[src/rtl/uart_tx_fifo.sv]
// UART transmitter with a small input FIFO, run-time parity and stop-bit selection.
// Optional break generation is compiled in with `define UART_TX_BREAK_EN (adds input i_break).
module uart_tx_fifo #(
    parameter int DATA_BITS  = 8,
    parameter int PERIOD_W   = 20,
    parameter int FIFO_DEPTH = 4
) (
    input  logic                 i_Clk,
    input  logic                 i_Reset,
    input  logic [PERIOD_W-1:0]  i_Period,
    input  logic [DATA_BITS-1:0] i_Byte,
    input  logic                 i_write_enable,
    input  logic [1:0]           i_parity_mode,
    input  logic                 i_two_stop,
`ifdef UART_TX_BREAK_EN
    input  logic                 i_break,
`endif
    output logic                 o_UART_TX,
    output logic                 o_busy,
    output logic                 o_full
);
    localparam int AW = $clog2(FIFO_DEPTH);
    localparam int CW = AW + 1;
    localparam int BW = $clog2(DATA_BITS);

    typedef enum logic [2:0] {IDLE, START, DATA, PARITY, STOP} state_t;

    logic [DATA_BITS-1:0] mem [FIFO_DEPTH];
    logic [AW-1:0]        wr_ptr_q, wr_ptr_d, rd_ptr_q, rd_ptr_d;
    logic [CW-1:0]        count_q, count_d;
    state_t               state_q, state_d;
    logic [PERIOD_W-1:0]  cnt_q, cnt_d, period_q, period_d, period_in;
    logic [BW-1:0]        bit_q, bit_d;
    logic [DATA_BITS-1:0] word_q, word_d;
    logic [1:0]           par_q, par_d;
    logic                 two_q, two_d;
    logic                 tx_q, tx_d, busy_q, busy_d, full_q, full_d;
    logic                 push, pop, bit_done;
`ifdef UART_TX_BREAK_EN
    logic                 recov_q, recov_d;
`endif

    assign push      = i_write_enable && !full_q;
    assign period_in = (i_Period == '0) ? PERIOD_W'(1) : i_Period;
    assign bit_done  = (cnt_q == period_q - PERIOD_W'(1));

    always_comb begin
        state_d  = state_q;
        cnt_d    = cnt_q;
        bit_d    = bit_q;
        word_d   = word_q;
        period_d = period_q;
        par_d    = par_q;
        two_d    = two_q;
        pop      = 1'b0;
        tx_d     = 1'b1;
`ifdef UART_TX_BREAK_EN
        recov_d  = recov_q;
`endif
        // tx_d follows the current state, so the line lags the state register by one clock
        case (state_q)
            IDLE: begin
`ifdef UART_TX_BREAK_EN
                if (i_break) begin
                    tx_d    = 1'b0;
                    recov_d = 1'b1;
                    cnt_d   = '0;
                end else if (recov_q) begin
                    if (cnt_q >= period_in - PERIOD_W'(1)) begin
                        recov_d = 1'b0;
                        cnt_d   = '0;
                    end else begin
                        cnt_d = cnt_q + PERIOD_W'(1);
                    end
                end else
`endif
                if (count_q != '0) begin
                    pop = 1'b1;
                end
            end
            START: begin
                tx_d = 1'b0;
                if (bit_done) begin
                    cnt_d   = '0;
                    state_d = DATA;
                end else begin
                    cnt_d = cnt_q + PERIOD_W'(1);
                end
            end
            DATA: begin
                tx_d = word_q[bit_q];
                if (bit_done) begin
                    cnt_d = '0;
                    if (bit_q == BW'(DATA_BITS - 1)) begin
                        bit_d   = '0;
                        state_d = (^par_q) ? PARITY : STOP;
                    end else begin
                        bit_d = bit_q + BW'(1);
                    end
                end else begin
                    cnt_d = cnt_q + PERIOD_W'(1);
                end
            end
            PARITY: begin
                tx_d = (^word_q) ^ par_q[1];
                if (bit_done) begin
                    cnt_d   = '0;
                    state_d = STOP;
                end else begin
                    cnt_d = cnt_q + PERIOD_W'(1);
                end
            end
            STOP: begin
                tx_d = 1'b1;
                if (bit_done) begin
                    cnt_d = '0;
                    if (two_q && bit_q == '0) begin
                        bit_d = BW'(1);
                    end else if (count_q != '0) begin
                        pop = 1'b1;
                    end else begin
                        state_d = IDLE;
                    end
                end else begin
                    cnt_d = cnt_q + PERIOD_W'(1);
                end
            end
            default: state_d = IDLE;
        endcase
        // a pop latches the frame configuration so mid-frame changes are ignored
        if (pop) begin
            word_d   = mem[rd_ptr_q];
            period_d = period_in;
            par_d    = i_parity_mode;
            two_d    = i_two_stop;
            cnt_d    = '0;
            bit_d    = '0;
            state_d  = START;
        end
    end

    always_comb begin
        wr_ptr_d = push ? wr_ptr_q + AW'(1) : wr_ptr_q;
        rd_ptr_d = pop ? rd_ptr_q + AW'(1) : rd_ptr_q;
        count_d  = count_q + CW'(push) - CW'(pop);
        full_d   = (count_d == CW'(FIFO_DEPTH));
        busy_d   = (state_d != IDLE) || (count_d != '0);
`ifdef UART_TX_BREAK_EN
        busy_d   = busy_d || i_break || recov_d;
`endif
    end

    always_ff @(posedge i_Clk) begin
        if (push) begin
            mem[wr_ptr_q] <= i_Byte;
        end
    end

    always_ff @(posedge i_Clk) begin
        if (i_Reset) begin
            state_q  <= IDLE;
            wr_ptr_q <= '0;
            rd_ptr_q <= '0;
            count_q  <= '0;
            cnt_q    <= '0;
            bit_q    <= '0;
            word_q   <= '0;
            period_q <= PERIOD_W'(1);
            par_q    <= '0;
            two_q    <= 1'b0;
            tx_q     <= 1'b1;
            busy_q   <= 1'b0;
            full_q   <= 1'b0;
`ifdef UART_TX_BREAK_EN
            recov_q  <= 1'b0;
`endif
        end else begin
            state_q  <= state_d;
            wr_ptr_q <= wr_ptr_d;
            rd_ptr_q <= rd_ptr_d;
            count_q  <= count_d;
            cnt_q    <= cnt_d;
            bit_q    <= bit_d;
            word_q   <= word_d;
            period_q <= period_d;
            par_q    <= par_d;
            two_q    <= two_d;
            tx_q     <= tx_d;
            busy_q   <= busy_d;
            full_q   <= full_d;
`ifdef UART_TX_BREAK_EN
            recov_q  <= recov_d;
`endif
        end
    end

    assign o_UART_TX = tx_q;
    assign o_busy    = busy_q;
    assign o_full    = full_q;
endmodule

[config.mk]
export PLATFORM = sky130hd
export DESIGN_NAME = uart_tx_fifo
export DESIGN_NICKNAME = d
export VERILOG_FILES = /design/src/rtl/uart_tx_fifo.sv
export SDC_FILE = /design/constraint.sdc
export NUM_CORES = 1
export LEC_CHECK = 0
export ABC_AREA = 1
export BUFFER_PORTS_ARGS = -buffer_cell sky130_fd_sc_hd__buf_2
export CORE_AREA = 2 2 102 104
export DETAILED_ROUTE_END_ITERATION = 8
export DIE_AREA = 0 0 104 106
export PLACE_DENSITY = 0.73
export SLEW_MARGIN = 30
export SYNTH_ARGS = -nofsm -noshare
export SYNTH_HDL_FRONTEND = slang
export SYNTH_SLANG_ARGS = --single-unit
export TNS_END_PERCENT = 50
[constraint.sdc]
create_clock -name i_Clk -period 3.59 [get_ports i_Clk]
set_input_delay 0.359 -clock i_Clk [delete_from_list [all_inputs] [get_ports i_Clk]]
set_output_delay 0.359 -clock i_Clk [all_outputs]
set_load 0.1 [all_outputs]
Word level (Yosys, flattened, before mapping)
Memory sizes are Yosys's and may differ from the RTL's. A register that Yosys moved wholly into a read port is not among the register bits.
Index checks and enable logic that the tools add are counted.
W data, S select, Z words.
{"block": "totals", "word_cells": 74, "output_inout_bits": 3, "ram_bits": 32, "ff_bits": 59, "latch_bits": 0, "input_bits": 34, "n_memories": 1, "mem_bits_ro": 0}
{"memory": "mem", "depth": 4, "width": 8, "read_ports": 1, "rd_clocked_by_memory_dff": 1, "write_ports": 1, "line_no": "28", "source": "logic [DATA_BITS-1:0] mem [FIFO_DEPTH];"}
{"block": "classes", "mux": 26, "n_addsub": 7, "shift": 0, "multipliers": 0, "order_cmp": 1, "eq_ne": 10, "reduce_logical": 16, "div_mod_pow": 0, "n_bitwise": 1}
{"operator": "$mux W20", "n": 2}
{"operator": "$mux W3", "n": 13}
{"operator": "$add A20 B1 Y20 const B", "n": 1}
{"operator": "$eq A20 B20 Y1", "n": 1}
{"operator": "$logic_not A20 Y1", "n": 1}
{"operator": "$sub A20 B1 Y20 const B", "n": 1}
{"operator": "$pmux W3 S5", "n": 1}
{"operator": "$eq A3 B3 Y1 const B", "n": 3}
{"operator": "$reduce_bool A3 Y1", "n": 3}
{"operator": "$reduce_xor A8 Y1", "n": 1}
{"operator": "$eq A3 B2 Y1 const B", "n": 2}
{"operator": "$logic_not A3 Y1", "n": 2}
{"operator": "$mux W1", "n": 6}
{"operator": "$ne A2 B2 Y1 const B", "n": 3}
{"operator": "$pmux W3 S2", "n": 1}
{"operator": "$add A2 B1 Y2 const B", "n": 2}
{"operator": "$lt A3 B4 Y1 const B", "n": 1}
{"operator": "$reduce_and A4 Y1", "n": 1}
{"operator": "$reduce_or A4 Y1", "n": 1}
{"operator": "$add A3 B1 Y3", "n": 1}
{"operator": "$add A3 B1 Y3 const B", "n": 1}
{"operator": "$bmux W1 S3", "n": 1}
{"operator": "$eq A3 B1 Y1 const B", "n": 1}
{"operator": "$pmux W1 S3", "n": 1}
{"operator": "9 further kinds", "n": 10}

Longest topological paths before layout
Gate-level depths: netlist (run 1).
{"block": "depth", "depth_word": 8, "mapped_depth": 26, "depth_no_buf": 25}

Worst setup path after synthesis (run 1)
No wires, ideal clock.
{"block": "synth_timing", "path_type": "flip-flop to flip-flop", "from": "register period_q[0]", "to": "register busy_q (netlist: o_busy)", "path_buffers": 1, "path_slack_ns": 0.397, "setup_ns": 0.121, "period_less_slack_ns": 3.193, "required_time_ns": 3.469, "arrival_ns": 3.072, "path_stages_with_launch": 26, "path_cell_list": "dfxtp_1 inv_2 ha_1 nand3_2 nor2_1 nand3b_1 nand2_1 nand2_1 inv_2 nand2_1 nor2_2 nand4_1 nand2_1 nand2_2 inv_2 buf_2 ha_1 inv_1 ha_1 inv_1 fa_1 xnor2_1 nand2_1 inv_1 a21oi_1 nand3_1"}
{"block": "synth_via", "elab_chain_cells": 7, "word_cells_on_any_way": 14, "classes_between": "2 x add/sub; 1 x eq/ne; 8 x mux; 3 x reduce/logical"}
{"item": "from (decl)", "line_no": "32", "source": "logic [PERIOD_W-1:0] cnt_q, cnt_d, period_q, period_d, period_in;"}
{"item": "from (signal assigned)", "line_no": "185", "source": "period_q <= period_d;"}
{"item": "$sub A20 B1 Y20 *", "line_no": "45", "source": "assign bit_done = (cnt_q == period_q - PERIOD_W'(1));"}
{"item": "$eq A20 B20 Y1 *", "line_no": "45"}
{"item": "$mux W1 *", "line_no": "115", "source": "if (bit_done) begin"}
{"item": "$pmux W1 S2 *", "line_no": "61", "source": "case (state_q)"}
{"item": "named net pop", "line_no": "38", "source": "logic push, pop, bit_done;"}
{"item": "$sub A3 B1 Y3 / $mux W3 (equally long branches)", "line_no": "145, 131"}
{"item": "$reduce_bool A3 Y1", "line_no": "147", "source": "busy_d = (state_d != IDLE) || (count_d != '0);"}
{"item": "$logic_or A1 B1 Y1 *", "line_no": "147"}
{"item": "to (signal assigned)", "line_no": "189", "source": "busy_q <= busy_d;"}
{"item": "to (decl)", "line_no": "37", "source": "logic tx_q, tx_d, busy_q, busy_d, full_q, full_d;"}
The timed path passes the listed nets; every way through them passes the cells marked *.
A chain may end at the register's enable or synchronous reset.

Worst setup path in the final report (run 1)
{"block": "layout_timing", "from": "register period_q[0]", "to": "register busy_q (netlist: o_busy)"}
{"block": "layout_via", "elab_chain_cells": 7, "word_cells_on_any_way": 14, "classes_between": "2 x add/sub; 1 x eq/ne; 8 x mux; 3 x reduce/logical"}
{"item": "$sub A20 B1 Y20 *", "line_no": "45"}
{"item": "$eq A20 B20 Y1 *", "line_no": "45"}
{"item": "$mux W1 (tied with other cells)", "line_no": "115"}
{"item": "$pmux W1 S2 / $pmux W3 S5 (equally long branches)", "line_no": "61"}
{"item": "$sub A3 B1 Y3 / $mux W3 (equally long branches)", "line_no": "145, 131"}
{"item": "$reduce_bool A3 Y1", "line_no": "147"}
{"item": "$logic_or A1 B1 Y1 *", "line_no": "147"}
Every way passes the cells marked *; elsewhere a longest branch is shown, timed or not.

==> flow_metrics.py, run 1 <==
metrics = {
    "timing": {
        "finalHoldViolations": 0,
        "whs_ns": 0.172,
        "report.final.slew_viol_count": 0,
        "setup_ws_ns": 0.305,
        "tns_ns": 0,
        "fin_crit_sh": 0.915,
        "grt_setup_unrepaired": "false",
        "clock_skew_ns": 0.0115,
        "setup_viol": 0,
        "relSlewSlack": 0.491,
        "period_needed_ns": 3.29,
        "tightest_slew_ns": 0.760,
        "fmax_ghz": 0.304,
    },
    "power_and_ir_drop": {
        "p_total_mw": 4.39,
        "ir_worst_vdd_v": 0.000421,
        "power.density_nw_per_um2": 757,
        "p_leak_nw": 2.48,
    },
    "floorplanning": {
        "start_util": 0.532,
        "die_h_microns": 106,
        "die_w_microns": 104,
        "die_area_sq_um": 11000,
        "fp-row-count": 37,
        "core_sq_um": 10000,
        "io_pins": 37,
    },
    "logic_synthesis": {
        "synth_seq_cells": 99,
        "ys_seq_area_frac": 0.433,
        "yosysTopAreaCell": "dfxtp_1",
        "async_reset_ff_frac": 0,
        "synth_area_leaders": "dfxtp_1, edfxtp_1, nand2_1",
        "ys_top_cells_by_count": "nand2_1, inv_1, nor2_1",
        "avgSynthCellArea_sq_um": 7.67,
        "synth-main-ff-cell": "dfxtp_1",
        "ys_warn_count": 0,
        "synthesis.nets": 739,
        "ys_types": 41,
        "synth_most_common_cell": "nand2_1",
        "synthCells": 693,
        "synth_top_area_frac": 0.252,
        "synth_area_sq_um": 5320,
        "synth-edff-count": 32,
    },
    "worst_hold_path": {
        "hold_path.class": "in -> reg",
        "min-delay-start": "i_Byte[0]",
    },
    "worst_setup_path": {
        "worstPathRequired_ns": 3.87,
        "arrival_ns": 3.56,
        "critPathKind": "reg -> reg",
        "cp_top_family": "simple AND/OR/NAND/NOR gates",
        "crit_fanout": 7,
        "reg2reg_from": "period_q[0]",
        "slowest_stage": "fa_1",
        "crit_start": "period_q[0]",
        "startpoint_type": "flop",
        "end_kind": "flop",
        "crit_buf_inv": 5,
        "max_stage_delay_ns": 0.38,
        "crit_chain": "inv_2 > ha_1 > nand3_2 > nor2_4 > nand2_1 > xor2_1 > nand2_1 > nor2_2 > nand4_1 > nand2_1 > nand2_2 > inv_2 > ha_1 > inv_1 > ha_1 > inv_1 > fa_1 > xnor2_1 > nand2_1 > inv_1 > a21oi_1 > nand3_1",
        "crit_top_cell": "nand2_1",
    },
    "drt": {
        "initialDrtViolationCount": 193,
        "antenna_left": 0,
        "viasPerCell": 5.12,
        "drt-pass1-iter-count": 4,
        "num_vias": 4421,
        "wl_per_cell_microns": 13.4,
        "wirelength_microns": 11600,
        "route.detailed.drc": 0,
    },
    "clocking": {
        "clockBufferDepth": 2,
        "clock-sinks": 99,
        "cts_root_buf": "clkbuf_8",
        "cts_tree": "built",
        "h-tree-depth": 3,
        "clkTransAtPathRegs_ns": 0.11,
        "cts_made_buffers": 9,
        "insertion_delay_ns": 0.39,
    },
    "grt": {
        "first_global_vias": 4389,
        "grt_overflow": 0,
        "track_usage": 0.224,
        "grt_max_degree": 31,
        "antenna_found_initial": 0,
        "grt_pass1_wl_microns": 19600,
    },
    "final_layout": {
        "diodes": 0,
        "nNetsFinal": 769,
        "drive_above_1_share": 0.128,
        "area_delta_synth_final_pct": 9.08,
    },
    "placement": {
        "place_ws_ns": 0.284,
        "dp_hpwl_microns": 8710,
        "numPortBuffers": 36,
        "gp_congestion": 0.906,
    },
    "run": {
        "cap_violations": 0,
    },
    "run_status": {
        "status": "completed",
    },
}
[final cells by class]
cell class / count / area [sq um]
clock inverters: 6 / 67.6
clock buffers: 10 / 138
multi-input cells: 489 / 2600
flip-flops and latches: 99 / 2300
fillers: 963 / 4200
repair buffers: 40 / 210
well taps: 136 / 170
inverters: 84 / 315
[cell families after synthesis]
group | after synthesis | share of synthesized area
DFF | 99 | 0.433
AOI/OAI and AO/OA | 68 | 0.0767
adders and majority gates | 12 | 0.0296
buffers and inverters | 105 | 0.0800
xor gates and xnor gates | 39 | 0.0642
and+or+nand+nor | 370 | 0.316
[what timing repair did]
item                                    in CTS  in global routing
hold buffers                                 0                  0
hold endpoints to repair                     0                  0
buffers inserted                             0                  0
gates resized for setup                      0                  2
endpoints found under the setup margin       0                  1
[worst paths after layout]
path,to,slack [ns],cells past startpoint
min reg2reg,word_q[3],0.48,2
min,mem[3][0],0.17,1
max,o_busy,0.30,22
max reg2reg,o_busy,0.30,22
[where the power goes]
group | total, mW | leakage, nW | switching, mW | internal, mW
sequential | 1.65 | 0.842 | 0.249 | 1.40
combinational | 2.03 | 1.54 | 1.34 | 0.688
clock | 0.718 | 0.103 | 0.427 | 0.291
total | 4.39 | 2.48 | 2.01 | 2.38
[worst register-to-register path: cells and delay by family (launching register included)]
family	cells	cell delay (ns)
flops	1	0.35
xor+xnor	2	0.27
fa+ha+maj	4	0.96
simple gates	10	1.18
compound gates	1	0.11
buf+inv	5	0.31
[sequential cells by signal, indices dropped and copies added (netlist names), 2 cells and up]
name and cells:
mem 32, cnt_q 20, period_q 20, word_q 8, bit_q 3, count_q 3, state_q 3, par_q 2
rd_ptr_q 2, wr_ptr_q 2
[cells in the final DEF (no fill, tap or decap), drive strengths merged]
master	Yosys	layout
a211oi	8	8
a21oi	16	16
a311oi	8	8
and2	1	1
and3	1	1
buf	12	40
clkbuf	9	10
clkinv	3	6
dfxtp	67	67
edfxtp	32	32
fa	1	1
ha	11	11
inv	81	84
nand2	187	187
nand3	44	44
nand3b	6	6
nand4	10	10
nor2	81	81
nor3	28	28
nor3b	3	3
nor4	6	6
o2111ai	1	1
o211ai	2	2
o21ai	31	31
o21bai	2	2
or2	3	3
xnor2	15	15
xor2	24	24
[routing by layer]
layer,track usage,up-vias,routed length (microns)
li1,-,2315,-
met1,0.245,2027,4930
met2,0.418,69,6100
met3,0.0497,10,424
met4,0.0917,0,154
met5,0,-,0
[through the flow]
step / utilization / instances / cell area (sq um)
finish: 0.580 / 864 / 5800
global route: 0.580 / 864 / 5800
CTS: 0.579 / 864 / 5790
detailed placement: 0.559 / 848 / 5590
global placement: 0.559 / 848 / 5590
floorplan: - / 693 / 5320
Note: power is estimated with default switching activity, not from simulation.
==> inputs of run 2 (changes only) <==
- REMOVE_ABC_BUFFERS: unset -> 1
- clock period: 3.59 -> 3.5 ns (I/O delays scaled with it)
==> flow_metrics.py, run 2 (synthesis gave the netlist of run 1 again) <==
metrics = {
    "drt": {
        "drt-pass1-iter-count": 4,
        "num_vias": 4500,
        "wirelength_microns": 11700,
        "route.detailed.drc": 0,
        "wl_per_cell_microns": 13.5,
        "viasPerCell": 5.18,
        "initialDrtViolationCount": 214,
        "antenna_left": 0,
    },
    "worst_setup_path": {
        "crit_fanout": 7,
        "startpoint_type": "flop",
        "crit_chain": "inv_2 > ha_2 > nand3_4 > nor2_4 > nand4_1 > nand2_1 > nand3_1 > nor2_4 > nand4_1 > nand2_1 > nand2_2 > inv_2 > ha_1 > inv_1 > ha_1 > inv_1 > fa_1 > xnor2_1 > nand2_1 > inv_1 > a21oi_1 > nand3_1",
        "r2r-end": "o_busy",
        "cp_top_family": "simple AND/OR/NAND/NOR gates",
        "slowest_stage": "fa_1",
        "max_stage_delay_ns": 0.39,
        "crit_buf_inv": 5,
        "reg2reg_from": "period_q[0]",
        "end_kind": "flop",
        "rrSetupSlack_ns": 0.30,
        "worstRegToRegCells": 22,
        "critPathKind": "reg -> reg",
        "arrival_ns": 3.48,
        "worstPathRequired_ns": 3.78,
    },
    "final_layout": {
        "area_delta_synth_final_pct": 10.0,
        "final_cells": 868,
        "final_cell_mix": "nand2_1, inv_1, nor2_1, dfxtp_1, nand3_1",
        "top_register": "mem",
        "final_common_cell": "nand2_1",
        "nNetsFinal": 773,
        "drive_above_1_share": 0.137,
        "top_regs": "mem (32), cnt_q (20), period_q (20)",
        "largest_reg_flops": 32,
        "final_area_sq_um": 5850,
        "diodes": 0,
    },
    "placement": {
        "numPortBuffers": 36,
        "gp_congestion": 0.894,
        "placedCellCount": 849,
        "dp_hpwl_microns": 8650,
        "place_area_sq_um": 5600,
    },
    "grt": {
        "antenna_found_initial": 0,
        "use_met1": 0.247,
        "track_usage": 0.225,
        "gr-usage-met3": 0.0392,
        "grt_busiest_layer": "met2",
        "first_global_vias": 4428,
        "grt_pass1_wl_microns": 19900,
        "grt_max_degree": 32,
        "grtUsageMet2": 0.423,
        "grt_overflow": 0,
    },
    "worst_hold_path": {
        "hold_path.class": "in -> reg",
        "min-delay-start": "i_Byte[3]",
        "hold_depth": 1,
        "whs_endpoint": "mem[0][3]",
    },
    "floorplanning": {
        "die_area_sq_um": 11000,
        "die_w_microns": 104,
        "core_sq_um": 10000,
        "io_pins": 37,
        "die_h_microns": 106,
        "start_util": 0.532,
        "fp-row-count": 37,
    },
    "clocking": {
        "clockBufferDepth": 2,
        "cts_tree": "built",
        "cts_made_buffers": 9,
        "cts_root_buf": "clkbuf_8",
        "clkTransAtPathRegs_ns": 0.09,
        "clock-sinks": 99,
        "insertion_delay_ns": 0.39,
        "h-tree-depth": 3,
        "cts_hold_buf": 0,
    },
    "timing": {
        "period_needed_ns": 3.20,
        "fmax_ghz": 0.312,
        "report.final.slew_viol_count": 0,
        "relSlewSlack": 0.481,
        "fin_crit_sh": 0.914,
        "setup_viol": 0,
        "clock_skew_ns": 0.00687,
        "tightest_slew_ns": 0.775,
        "finalHoldViolations": 0,
    },
    "power_and_ir_drop": {
        "ir_worst_vdd_v": 0.000443,
        "power.density_nw_per_um2": 785,
        "p_leak_nw": 2.50,
    },
    "run": {
        "cap_violations": 0,
    },
    "run_status": {
        "status": "completed",
    },
}
run 2: cell count changes in the layout (fill, tap and decap cells not counted), sizes merged:
| cell | change |
|---|---|
| clkinv | +1 |
| clkinvlp | +1 |
| bufinv | +1 |
| inv | -2 |
| clkbuf | -1 |
| buf | +4 |
run 2: cell type report:
| class | instances | area, sq um |
|---|---|---|
| repair buffers | 44 | 240 |
| well taps | 136 | 170 |
| flip-flops and latches | 99 | 2300 |
| multi-input cells | 489 | 2620 |
| fillers | 950 | 4150 |
| clock inverters | 7 | 76.3 |
| inverters | 84 | 315 |
| clock buffers | 9 | 124 |
run 2: power breakdown:
group	switching [mW]	internal, mW
combinational	1.41	0.749
clock	0.408	0.334
sequential	0.256	1.43
total	2.07	2.52
run 2: through the flow:
step	utilization	total power [mW]	setup TNS [ns]	setup slack, ns	hold WS (ns)
floorplan	-	3.25	0	0.0299	0.419
global placement	0.560	3.71	0	0.317	0.459
detailed placement	0.560	3.78	0	0.211	0.465
CTS	0.580	4.54	0	0.158	0.161
global route	0.585	4.96	-0.0406	-0.0406	0.170
finish	0.585	4.59	0	0.300	0.168
run 2: per-layer routing:
| metal | wire, microns | up-vias |
|---|---|---|
| met1 | 4800 | 2081 |
| li1 | - | 2316 |
| met5 | 0 | - |
| met4 | 345 | 0 |
| met3 | 415 | 25 |
| met2 | 6140 | 78 |
run 2: how the worst max path moves through the flow:
stage,slack [ns],to,start,cells after the start
after floorplan,0.03,o_busy,period_q[0],24
after global placement,0.32,o_busy,period_q[0],24
after detailed placement,0.21,o_busy,period_q[0],24
after CTS,0.16,o_busy,period_q[0],24
after global routing,-0.04,o_busy,period_q[1],22
final,0.30,o_busy,period_q[0],22
run 2: repair_timing:
action,in CTS,in global routing
setup endpoints to repair,0,2
buffers inserted,0,3
gates resized for setup,0,8
